==> config.mk <==
export PLATFORM = sky130hd
export DESIGN_NAME = aes_round_ctrl_flat
export DESIGN_NICKNAME = d
export VERILOG_FILES = /design/src/rtl/aes_round_ctrl_if.sv /design/src/rtl/aes_round_ctrl.sv /design/src/flat_wrapper.sv
export SDC_FILE = /design/constraint.sdc
export NUM_CORES = 1
export LEC_CHECK = 0
export CORE_AREA = 8 8 249 251
export CTS_CLUSTER_DIAMETER = 50
export DETAILED_ROUTE_END_ITERATION = 7
export DIE_AREA = 0 0 257 259
export SETUP_SLACK_MARGIN = 0.4
export SLEW_MARGIN = 20
export SYNTH_ARGS = -nofsm -noshare
export SYNTH_HDL_FRONTEND = slang
export SYNTH_SLANG_ARGS = --single-unit
==> constraint.sdc <==
create_clock -name clk -period 2.05 [get_ports clk]
set_input_delay 0.3075 -clock clk [delete_from_list [all_inputs] [get_ports clk]]
set_output_delay 0.3075 -clock clk [all_outputs]
set_load 0.01 [all_outputs]
==> src/rtl/aes_round_ctrl_if.sv <==
// Block-level bus of the AES round controller: plaintext in, key-store lookup,
// external round-function datapath and ciphertext out.
interface aes_round_ctrl_if;
  logic         inValid;
  logic         inReady;
  logic [127:0] plainIn;
  logic         keyReady;
  logic [3:0]   rkIdx;
  logic [127:0] roundKey;
  logic [127:0] rfIn;
  logic         rfLast;
  logic [127:0] rfOut;
  logic         outValid;
  logic         outReady;
  logic [127:0] cipherOut;
  logic         busy;

  // master: the environment around the controller (source, key store, round fn, sink)
  modport master (
    output inValid, plainIn, keyReady, roundKey, rfOut, outReady,
    input  inReady, rkIdx, rfIn, rfLast, outValid, cipherOut, busy
  );

  modport slave (
    input  inValid, plainIn, keyReady, roundKey, rfOut, outReady,
    output inReady, rkIdx, rfIn, rfLast, outValid, cipherOut, busy
  );
endinterface

==> src/rtl/aes_round_ctrl.sv <==
// AES round sequencer: whitening on accept, then one external round per cycle
// for NR rounds, then hold the ciphertext until the consumer takes it.
module aes_round_ctrl #(
  parameter int NR = 10  // 10, 12 or 14
) (
  input  logic           clk,
  input  logic           rst,
  aes_round_ctrl_if.slave bus
);

  localparam logic [1:0] IDLE  = 2'd0;
  localparam logic [1:0] ROUND = 2'd1;
  localparam logic [1:0] DONE  = 2'd2;
  localparam logic [3:0] NR_L  = 4'(NR);

  logic [1:0]   fsm_q, fsm_d;
  logic [127:0] state_q, state_d;
  logic [3:0]   round_q, round_d;
  logic         in_idle, in_round, in_done, accept;

  assign in_idle  = (fsm_q == IDLE);
  assign in_round = (fsm_q == ROUND);
  assign in_done  = (fsm_q == DONE);
  assign accept   = in_idle && bus.inValid && bus.keyReady;

  assign bus.inReady   = in_idle && bus.keyReady;
  assign bus.rkIdx     = in_round ? round_q : 4'd0;
  assign bus.rfIn      = state_q;
  assign bus.rfLast    = in_round && (round_q == NR_L);
  assign bus.outValid  = in_done;
  assign bus.cipherOut = state_q;
  assign bus.busy      = in_round || in_done;

  always_comb begin
    fsm_d   = fsm_q;
    state_d = state_q;
    round_d = round_q;
    case (fsm_q)
      IDLE: begin
        if (accept) begin
          // rkIdx is 0 here, so roundKey is the whitening key
          state_d = bus.plainIn ^ bus.roundKey;
          round_d = 4'd1;
          fsm_d   = ROUND;
        end
      end
      ROUND: begin
        state_d = bus.rfOut ^ bus.roundKey;
        if (round_q == NR_L) begin
          fsm_d = DONE;
        end else begin
          round_d = round_q + 4'd1;
        end
      end
      DONE: begin
        // the following cycle is IDLE, so a new block can never overlap this edge
        if (bus.outReady) begin
          fsm_d   = IDLE;
          round_d = 4'd0;
        end
      end
      default: begin
        fsm_d   = IDLE;
        round_d = 4'd0;
      end
    endcase
  end

  always_ff @(posedge clk) begin
    if (rst) begin
      fsm_q   <= IDLE;
      state_q <= '0;
      round_q <= 4'd0;
    end else begin
      fsm_q   <= fsm_d;
      state_q <= state_d;
      round_q <= round_d;
    end
  end

endmodule

==> src/flat_wrapper.sv <==
// flat-port wrapper written by rule: the top's interface ports become plain ports
module aes_round_ctrl_flat 
#(
  parameter int NR = 10                 
)
  (clk, rst, bus_inValid, bus_plainIn, bus_keyReady, bus_roundKey, bus_rfOut, bus_outReady, bus_inReady, bus_rkIdx, bus_rfIn, bus_rfLast, bus_outValid, bus_cipherOut, bus_busy);
  aes_round_ctrl_if bus_i ();
  input  logic clk;
  input  logic rst;
  input wire logic [$bits(bus_i.inValid)-1:0] bus_inValid;
  input wire logic [$bits(bus_i.plainIn)-1:0] bus_plainIn;
  input wire logic [$bits(bus_i.keyReady)-1:0] bus_keyReady;
  input wire logic [$bits(bus_i.roundKey)-1:0] bus_roundKey;
  input wire logic [$bits(bus_i.rfOut)-1:0] bus_rfOut;
  input wire logic [$bits(bus_i.outReady)-1:0] bus_outReady;
  output wire logic [$bits(bus_i.inReady)-1:0] bus_inReady;
  output wire logic [$bits(bus_i.rkIdx)-1:0] bus_rkIdx;
  output wire logic [$bits(bus_i.rfIn)-1:0] bus_rfIn;
  output wire logic [$bits(bus_i.rfLast)-1:0] bus_rfLast;
  output wire logic [$bits(bus_i.outValid)-1:0] bus_outValid;
  output wire logic [$bits(bus_i.cipherOut)-1:0] bus_cipherOut;
  output wire logic [$bits(bus_i.busy)-1:0] bus_busy;
  assign bus_i.inValid = bus_inValid;
  assign bus_i.plainIn = bus_plainIn;
  assign bus_i.keyReady = bus_keyReady;
  assign bus_i.roundKey = bus_roundKey;
  assign bus_i.rfOut = bus_rfOut;
  assign bus_i.outReady = bus_outReady;
  assign bus_inReady = bus_i.inReady;
  assign bus_rkIdx = bus_i.rkIdx;
  assign bus_rfIn = bus_i.rfIn;
  assign bus_rfLast = bus_i.rfLast;
  assign bus_outValid = bus_i.outValid;
  assign bus_cipherOut = bus_i.cipherOut;
  assign bus_busy = bus_i.busy;
  aes_round_ctrl #(.NR(NR)) u_core (.clk(clk), .rst(rst), .bus(bus_i));
endmodule
# Word-level counts from Yosys, hierarchy flattened
# Cells that the tools add are included.
dict set report word_totals {
  regBits 134
  word_cells 34
  in_bits 389
  out_inout_bits 264
}
dict set report classes {
  n_bitwise 2
  reduce_logical 10
  eq_ne 7
  addsub 1
  mux 11
}
# operator count
set ops {}
lappend ops {{$pmux 128 s2} 1}
lappend ops {{$xor 128x128->128} 2}
lappend ops {{$mux 128} 1}
lappend ops {{$mux 4} 4}
lappend ops {{$pmux 4 s3} 1}
lappend ops {{$ne 2x2->1 const B} 4}
lappend ops {{$mux 2} 3}
lappend ops {{$pmux 2 s3} 1}
lappend ops {{$reduce_and 3->1} 2}
lappend ops {{$add 4x1->4 const B} 1}
lappend ops {{$eq 4x4->1 const B} 1}
lappend ops {{$logic_and 1x1->1} 4}
lappend ops {{$eq 2x1->1 const B} 1}
lappend ops {{$eq 2x2->1 const B} 1}
lappend ops {{$logic_not 2->1} 1}
lappend ops {{$reduce_and 2->1} 1}
lappend ops {{$reduce_bool 2->1} 1}
lappend ops {{$logic_or 1x1->1} 1}

# Longest topological paths before layout
# Gate-level depths: netlist of run 1.
dict set report depth {
  ltp_word 5
  depth_mapped 9
  ltp_nobuf 6
}

# Worst setup path after synthesis of run 1
# OpenSTA, ideal clock, no wires.
dict set report synth_timing {
  kind {reg2reg}
  startpoint {reg u_core.fsm_q[0]}
  endpoint {reg u_core.state_q[0], in the netlist u_core.bus.cipherOut[0]}
  path_stages_with_launch 10
  t_required_ns 1.933
  setup_ns 0.117
  n_path_buf 3
  t_arrival_ns 1.587
  setup_slack_ns 0.346
  period_less_slack_ns 1.704
  path_cell_list {dfxtp_1 > inv_1 > ha_1 > buf_2 > nor2b_1 > a31oi_1 > and2_1 > buf_4 > buf_6 > a22o_1}
}
dict set report synth_between {
  elab_chain_cells 5
  elab_cells_between_ends 8
  classes_between {eq/ne: 2; mux: 1; reduce/logical: 5}
}
# element line_no
set synth_lines {}
lappend synth_lines {{from (decl)} aes_round_ctrl.sv:16} ;# logic [1:0] fsm_q, fsm_d;
lappend synth_lines {{from (signal assigned)} aes_round_ctrl.sv:75} ;# fsm_q <= fsm_d;
lappend synth_lines {{$logic_not 2->1} {aes_round_ctrl.sv:21, aes_round_ctrl.sv:38}}
lappend synth_lines {{$logic_and 1x1->1 (2 in series)} aes_round_ctrl.sv:24} ;# assign accept = in_idle && bus.inValid && bus.keyReady;
lappend synth_lines {{$ne 2x2->1 (no source line)} --}
lappend synth_lines {{$reduce_and 2->1 (no source line)} --}
lappend synth_lines {{to (signal assigned)} aes_round_ctrl.sv:76} ;# state_q <= state_d;
lappend synth_lines {{to (decl)} aes_round_ctrl.sv:17} ;# logic [127:0] state_q, state_d;
# Parallel ways exist; a longest one is shown, timed or not.
# A chain may end at the register's enable or synchronous reset.

# Final worst setup path of run 1
dict set report layout_timing {
  startpoint {reg u_core.fsm_q[1]}
  endpoint {reg u_core.round_q[0]}
}
dict set report layout_between {
  elab_chain_cells 5
  elab_cells_between_ends 10
  classes_between {eq/ne: 5; mux: 1; reduce/logical: 4}
}
# element line_no
set layout_lines {}
lappend layout_lines {{$logic_not 2->1} {aes_round_ctrl.sv:21, aes_round_ctrl.sv:38}}
lappend layout_lines {{$logic_and 1x1->1 (2 in series)} aes_round_ctrl.sv:24}
lappend layout_lines {{$ne 2x2->1 (no source line)} --}
lappend layout_lines {{$reduce_and 3->1 (no source line)} --}
lappend layout_lines {{to (signal assigned)} aes_round_ctrl.sv:77} ;# round_q <= round_d;
lappend layout_lines {{to (decl)} aes_round_ctrl.sv:18} ;# logic [3:0] round_q, round_d;
# Parallel ways exist; a longest one is shown, timed or not.

==> flow_summary_export.csv, run 1 <==
group,metric,value,unit
pwr,clockPowerShare,19.3,%
worst_setup_path,rr_startpoint,"u_core.fsm_q[1]",
timing,slew_violations,0,
min_path,hold_class,"reg -> reg",
pwr,p_leak,9.558,nW
pwr,p_seq_share,23.5,%
clock_tree,htree_levels,4,
route,ant_nets,0,
worst_setup_path,worstSetupEndpointType,"register",
route,drc,0,
clock_tree,cts_num_sinks,134,
worst_setup_path,critPathLaunchType,"register",
worst_setup_path,worstPathArrival,2180,ps
pwr,internal-power,10.69,mW
finish,final_util,28.01,%
clock_tree,cts_buffers,17,
logic_synthesis,syn_nets,1132,
timing,holdWs,495.0,ps
global_route,grt_pass1_vias,8054,
finish,drive_gt1_share,10.50,%
pwr,power_frac_comb,57.2,%
global_route,grt_pass1_wl,52300,um
finish,final_cell_mix,"clkdlybuf4s50_1, dlymetal6s2s_1, a22o_1, xnor2_1, dfxtp_1",
placement,hpwlAfterDp,29480,um
finish,layout_commonest_cell,"clkdlybuf4s50_1",
floorplan,pin_count,653,
timing,setup_violations,0,
pwr,pwr_density_cell,1025,nW/um^2
route,first_pass_iters,4,
floorplan,die_area,66560,um^2
logic_synthesis,syn-instance-count,737,
clock_tree,clock_latency,460,ps
route,viasPerCell,3.658,
min_path,min_from,"u_core.bus.cipherOut[25]",
floorplan,die_height,259,um
clock_tree,cts_buffer_depth,2,
floorplan,initial_core_util,13.40,%
finish,n_antenna_cell,0,
worst_setup_path,cp_max_fo,6,
route,wl,41900,um
logic_synthesis,yosysWarnings,0,
timing,rsz0062_at_grt,"yes",
timing,fin_crit,1799,ps
logic_synthesis,async_reset_ff_share,0,%
finish,nets,1678,
clock_tree,cts_root_buf,"clkbuf_16",
logic_synthesis,yosysUniqueCellTypes,27,
floorplan,die-width,257,um
logic_synthesis,synth_seq_cells,134,
timing,slew_headroom,64.84,%
timing,finalCritPeriodShare,87.77,%
timing,setup_tns,0,ps
worst_setup_path,crit_start,"u_core.fsm_q[1]",
finish,num-fill-cells,6021,
placement,numPortBuffers,652,
worst_setup_path,path_class,"reg -> reg",
pwr,irDropWorstVdd,559.3,uV
finish,seq_area,2709,um^2
pwr,switching_share,36.07,%
placement,gp_congestion,0.7824,
finish,fin_cells,2068,
clock_tree,holdBufCountCts,0,
logic_synthesis,syn_area_per_cell,10.59,um^2
clock_tree,path_clk_slew,60,ps
global_route,grt-ovfl-total,0,
logic_synthesis,synth_flop_cell,"dfxtp_1",
logic_synthesis,synth_edf_count,0,
pwr,switchingPower,6.030,mW
clock_tree,cts_tree,"built",
global_route,grt_max_degree,67,
route,num_vias,7564,
logic_synthesis,yosysSeqAreaShare,34.36,%
route,drtIter0Drc,279,
finish,multi_input_area,4041,um^2
status,status,"complete, no violations",
finish,syn2layout_area_growth,109.0,%
logic_synthesis,synthesis.area,7806,um^2
timing,worst_pin_slew,526.3,ps
timing,finClkSkew,10.04,ps
timing,fmax,555.8,MHz
global_route,antenna_found_initial,3,
worst_setup_path,required,2430,ps
placement,dp_cells,2003,
timing,hold_violations,0,
route,wl_per_cell,20.26,um
flow_run,maxCapViolations,0,
pwr,total_power,16.72,mW
floorplan,std_cell_rows,89,
floorplan,coreArea,58240,um^2
global_route,grt_util_all_layers,10.41,%
state kept, by name, summed over array words and instances, names as in the netlist:
register and cells:
u_core.bus.cipherOut 128, u_core.fsm_q 2, u_core.round_q 4
repair_timing:
action	in CTS	in global routing
gates resized for setup	99	284
setup endpoints to repair	396	367
setup buffers	6	7
pin swaps	3	95
gates cloned	2	19
per-layer routing:
layer  vias up  track usage [%]  part of all wire (%)  wire length, um
met2       388            18.54                    51            21400
li1       3586                -                     -                -
met4         4            3.928                   2.0              852
met5         -                0                 0.074               31
met3        45            3.907                   8.2             3439
met1      3541            11.13                    39            16180
worst max-delay path, stage by stage (launching register included):
cell	delay, ps
dfxtp_2	360
inv_4	60
ha_4	190
and4b_2	230
buf_4	140
buf_6	110
a211oi_4	330
nor2_1	120
a211oi_2	170
Yosys cell counts, drive strengths merged (2+ instances only):
cell type,instances,area (um^2)
a211oi,2,20.02
a22o,129,1130
a31oi,3,18.77
and2,6,37.54
buf,172,1271
dfxtp,134,2683
ha,6,75.07
inv,4,15.01
mux2i,130,1301
nand2,2,7.510
nand3,2,10.01
nor2,5,18.77
nor2b,2,12.51
nor3b,3,22.52
xnor2,128,1121
power by group through the flow:
stage | Clock (mW) | Combinational (mW) | Sequential (mW)
floorplan | 0 | 4.74 | 4.04
global placement | 0 | 8.19 | 3.97
detailed placement | 0 | 8.24 | 3.98
CTS | 3.39 | 8.60 | 3.97
global route | 3.47 | 10.1 | 4.00
finish | 3.23 | 9.56 | 3.92
worst paths after layout:
path	depth (start not counted)	to	slack, ps
min	1	u_core.bus.cipherOut[25]	500
max	8	u_core.round_q[0]	250
min reg2reg	1	u_core.bus.cipherOut[25]	500
max reg2reg	8	u_core.round_q[0]	250
cell type report:
| type | instances | share of cell area, % |
|---|---|---|
| well taps | 773 | 5.929 |
| multi-input cells | 426 | 24.78 |
| inverters | 4 | 0.1227 |
| repair buffers | 700 | 48.94 |
| clock inverters | 8 | 0.7594 |
| clock buffers | 23 | 2.869 |
| flip-flops and latches | 134 | 16.61 |
logic make-up (layout without fill, tap and decap cells):
| logic type | count (synthesis) | count (layout) | share of synthesized area [%] |
|---|---|---|---|
| AND/OR/NAND/NOR | 23 | 23 | 1.699 |
| multiplexers | 130 | 130 | 16.67 |
| buffers and inverters | 177 | 735 | 16.52 |
| adder cells (fa/ha/maj) | 6 | 6 | 0.9617 |
| flip-flops | 134 | 134 | 34.36 |
| AO/OA/AOI/OAI | 139 | 139 | 15.42 |
| XOR/XNOR | 128 | 128 | 14.36 |
stage by stage:
stage / instance area (um^2) / setup WS (ps)
finish: 16310 / 250.7
global route: 16310 / 185.6
CTS: 15030 / 208.0
detailed placement: 14250 / 175.2
global placement: 14250 / 180.8
floorplan: 7818 / 396.6
No activity file was read; power rests on OpenSTA's default activity.
==> run 2: changes to the inputs <==
--- a/config.mk
+++ b/config.mk
@@ -9,6 +9,8 @@
 export CTS_CLUSTER_DIAMETER = 50
 export DETAILED_ROUTE_END_ITERATION = 7
 export DIE_AREA = 0 0 257 259
+export GPL_ROUTABILITY_DRIVEN = 1
+export PLACE_DENSITY = 0.46
 export SETUP_SLACK_MARGIN = 0.4
 export SLEW_MARGIN = 20
 export SYNTH_ARGS = -nofsm -noshare
==> flow_summary_export.csv, run 2 (synthesis results as in run 1) <==
group,metric,value,unit
status,status,"complete, no violations",
route,drtIter0Drc,230,
timing,setup_tns,0,ps
timing,fmax,527.7,MHz
worst_setup_path,reg2reg_depth,10,
timing,finalCritPeriodShare,92.45,%
placement,dp_slack,87.82,ps
worst_setup_path,worstSetupEndpointType,"register",
finish,largest_reg_flops,128,
floorplan,std_cell_rows,89,
timing,layout_setup_ws,154.9,ps
min_path,hold_class,"reg -> reg",
placement,dp_cells,2023,
route,num_vias,7690,
worst_setup_path,critPathLaunchType,"register",
pwr,p_seq_share,22.6,%
finish,nets,1736,
placement,gp_congestion,0.7587,
pwr,pwr_density_cell,1038,nW/um^2
timing,rsz0062_at_grt,"yes",
route,wl_per_cell,20.61,um
route,first_pass_iters,4,
clock_tree,cts_buffers,17,
global_route,grt_max_degree,31,
floorplan,pin_count,653,
finish,fin_cells,2127,
timing,slew_violations,0,
clock_tree,holdBufCountCts,0,
finish,layout_commonest_cell,"clkdlybuf4s50_1",
placement,numPortBuffers,652,
flow_run,maxCapViolations,0,
timing,hold_violations,0,
min_path,holdPathStages,1,
floorplan,coreArea,58240,um^2
route,drc,0,
floorplan,die-width,257,um
pwr,power_frac_comb,59.8,%
global_route,grt_pass1_wl,59680,um
timing,slew_headroom,71.39,%
global_route,grt_pass1_vias,8317,
clock_tree,path_clk_slew,70,ps
clock_tree,clock_latency,460,ps
pwr,switching_share,35.43,%
finish,final_cell_mix,"clkdlybuf4s50_1, dlymetal6s2s_1, a22o_1, xnor2_1, mux2i_1",
clock_tree,cts_root_buf,"clkbuf_16",
pwr,switchingPower,6.215,mW
pwr,irDropWorstVdd,603.9,uV
worst_setup_path,path_class,"reg -> reg",
floorplan,die_area,66560,um^2
floorplan,initial_core_util,13.40,%
timing,finClkSkew,9.083,ps
pwr,internal-power,11.33,mW
worst_setup_path,worstPathArrival,2250,ps
clock_tree,cts_num_sinks,134,
floorplan,die_height,259,um
worst_setup_path,required,2400,ps
clock_tree,cts_buffer_depth,2,
global_route,grt_util_all_layers,12.24,%
worst_setup_path,cp_max_fo,8,
placement,hpwlAfterDp,31740,um
global_route,grt-ovfl-total,0,
pwr,clockPowerShare,17.6,%
timing,worst_pin_slew,428.3,ps
finish,drive_gt1_share,14.49,%
finish,final_util,29.02,%
pwr,p_leak,9.125,nW
pwr,total_power,17.54,mW
timing,fin_crit,1895,ps
timing,setup_violations,0,
finish,syn2layout_area_growth,116.5,%
global_route,antenna_found_initial,4,
clock_tree,htree_levels,4,
route,wl,43830,um
route,viasPerCell,3.615,
clock_tree,cts_tree,"built",
route,ant_nets,0,
==> run 2: changes by cell type in the layout (fill, tap and decap cells not counted), sizes merged, moves of 2 or more <==
| cell | change |
|---|---|
| buf | +65 |
| clkbuf | -7 |
| dlygate4sd2 | +66 |
| dlymetal6s2s | -66 |
| clkinv | +2 |
==> run 2: final cells by class <==
class | instances | area, um^2
fill | 6130 | 41340
timing repair buffer | 758 | 8581
multi-input combinational | 426 | 4053
sequential | 134 | 2713
tap | 773 | 967.2
clock buffer | 23 | 467.9
clock inverter | 8 | 100.1
inverter | 4 | 20.02
antenna | 1 | 2.502
==> run 2: metrics by stage <==
stage               hold WS, ps  cell area (um^2)
floorplan                 486.2              7818
global placement          491.0             14410
detailed placement        492.2             14410
CTS                       480.1             16150
global route              501.3             16900
finish                    494.2             16900
==> run 2: power by group through the flow <==
stage	registers (mW)	logic, mW	clock network (mW)
detailed placement	4.04	8.57	0
global route	4.06	11.2	3.34
finish	3.96	10.5	3.10
floorplan	4.04	4.74	0
CTS	4.03	10.4	3.24
global placement	4.05	8.54	0
==> run 2: path summary, 6_finish.rpt <==
check / startpoint / end / slack [ps]
setup / recovery: u_core.fsm_q[1] / u_core.bus.cipherOut[34] / 150
hold / removal: u_core.bus.cipherOut[19] / u_core.bus.cipherOut[19] / 490
setup reg to reg: u_core.fsm_q[1] / u_core.bus.cipherOut[34] / 150
hold reg to reg: u_core.bus.cipherOut[19] / u_core.bus.cipherOut[19] / 490
==> run 2: routing by layer <==
metal,track usage [%],part of all wire [%],vias to the layer above
met1,13.93,41,3606
li1,-,-,3713
met3,4.179,6.8,31
met4,3.676,1.4,2
met5,0,0.030,-
met2,21.48,51,338
==> run 2: what timing repair did <==
item / 4_1_cts / 5_1_grt
buffers inserted: 33 / 12
pin swaps: 60 / 52
cloned: 21 / 6
gates resized for setup: 237 / 182
endpoints found under the setup margin: 397 / 300
==> run 2: worst max-delay path, cell delays in order (launching register included) <==
cell	delay, ps
dfxtp_2	350
inv_4	60
ha_4	160
buf_4	150
buf_12	140
buf_16	150
buf_12	140
buf_16	140
mux2i_4	180
xnor2_1	120
a22o_1	170
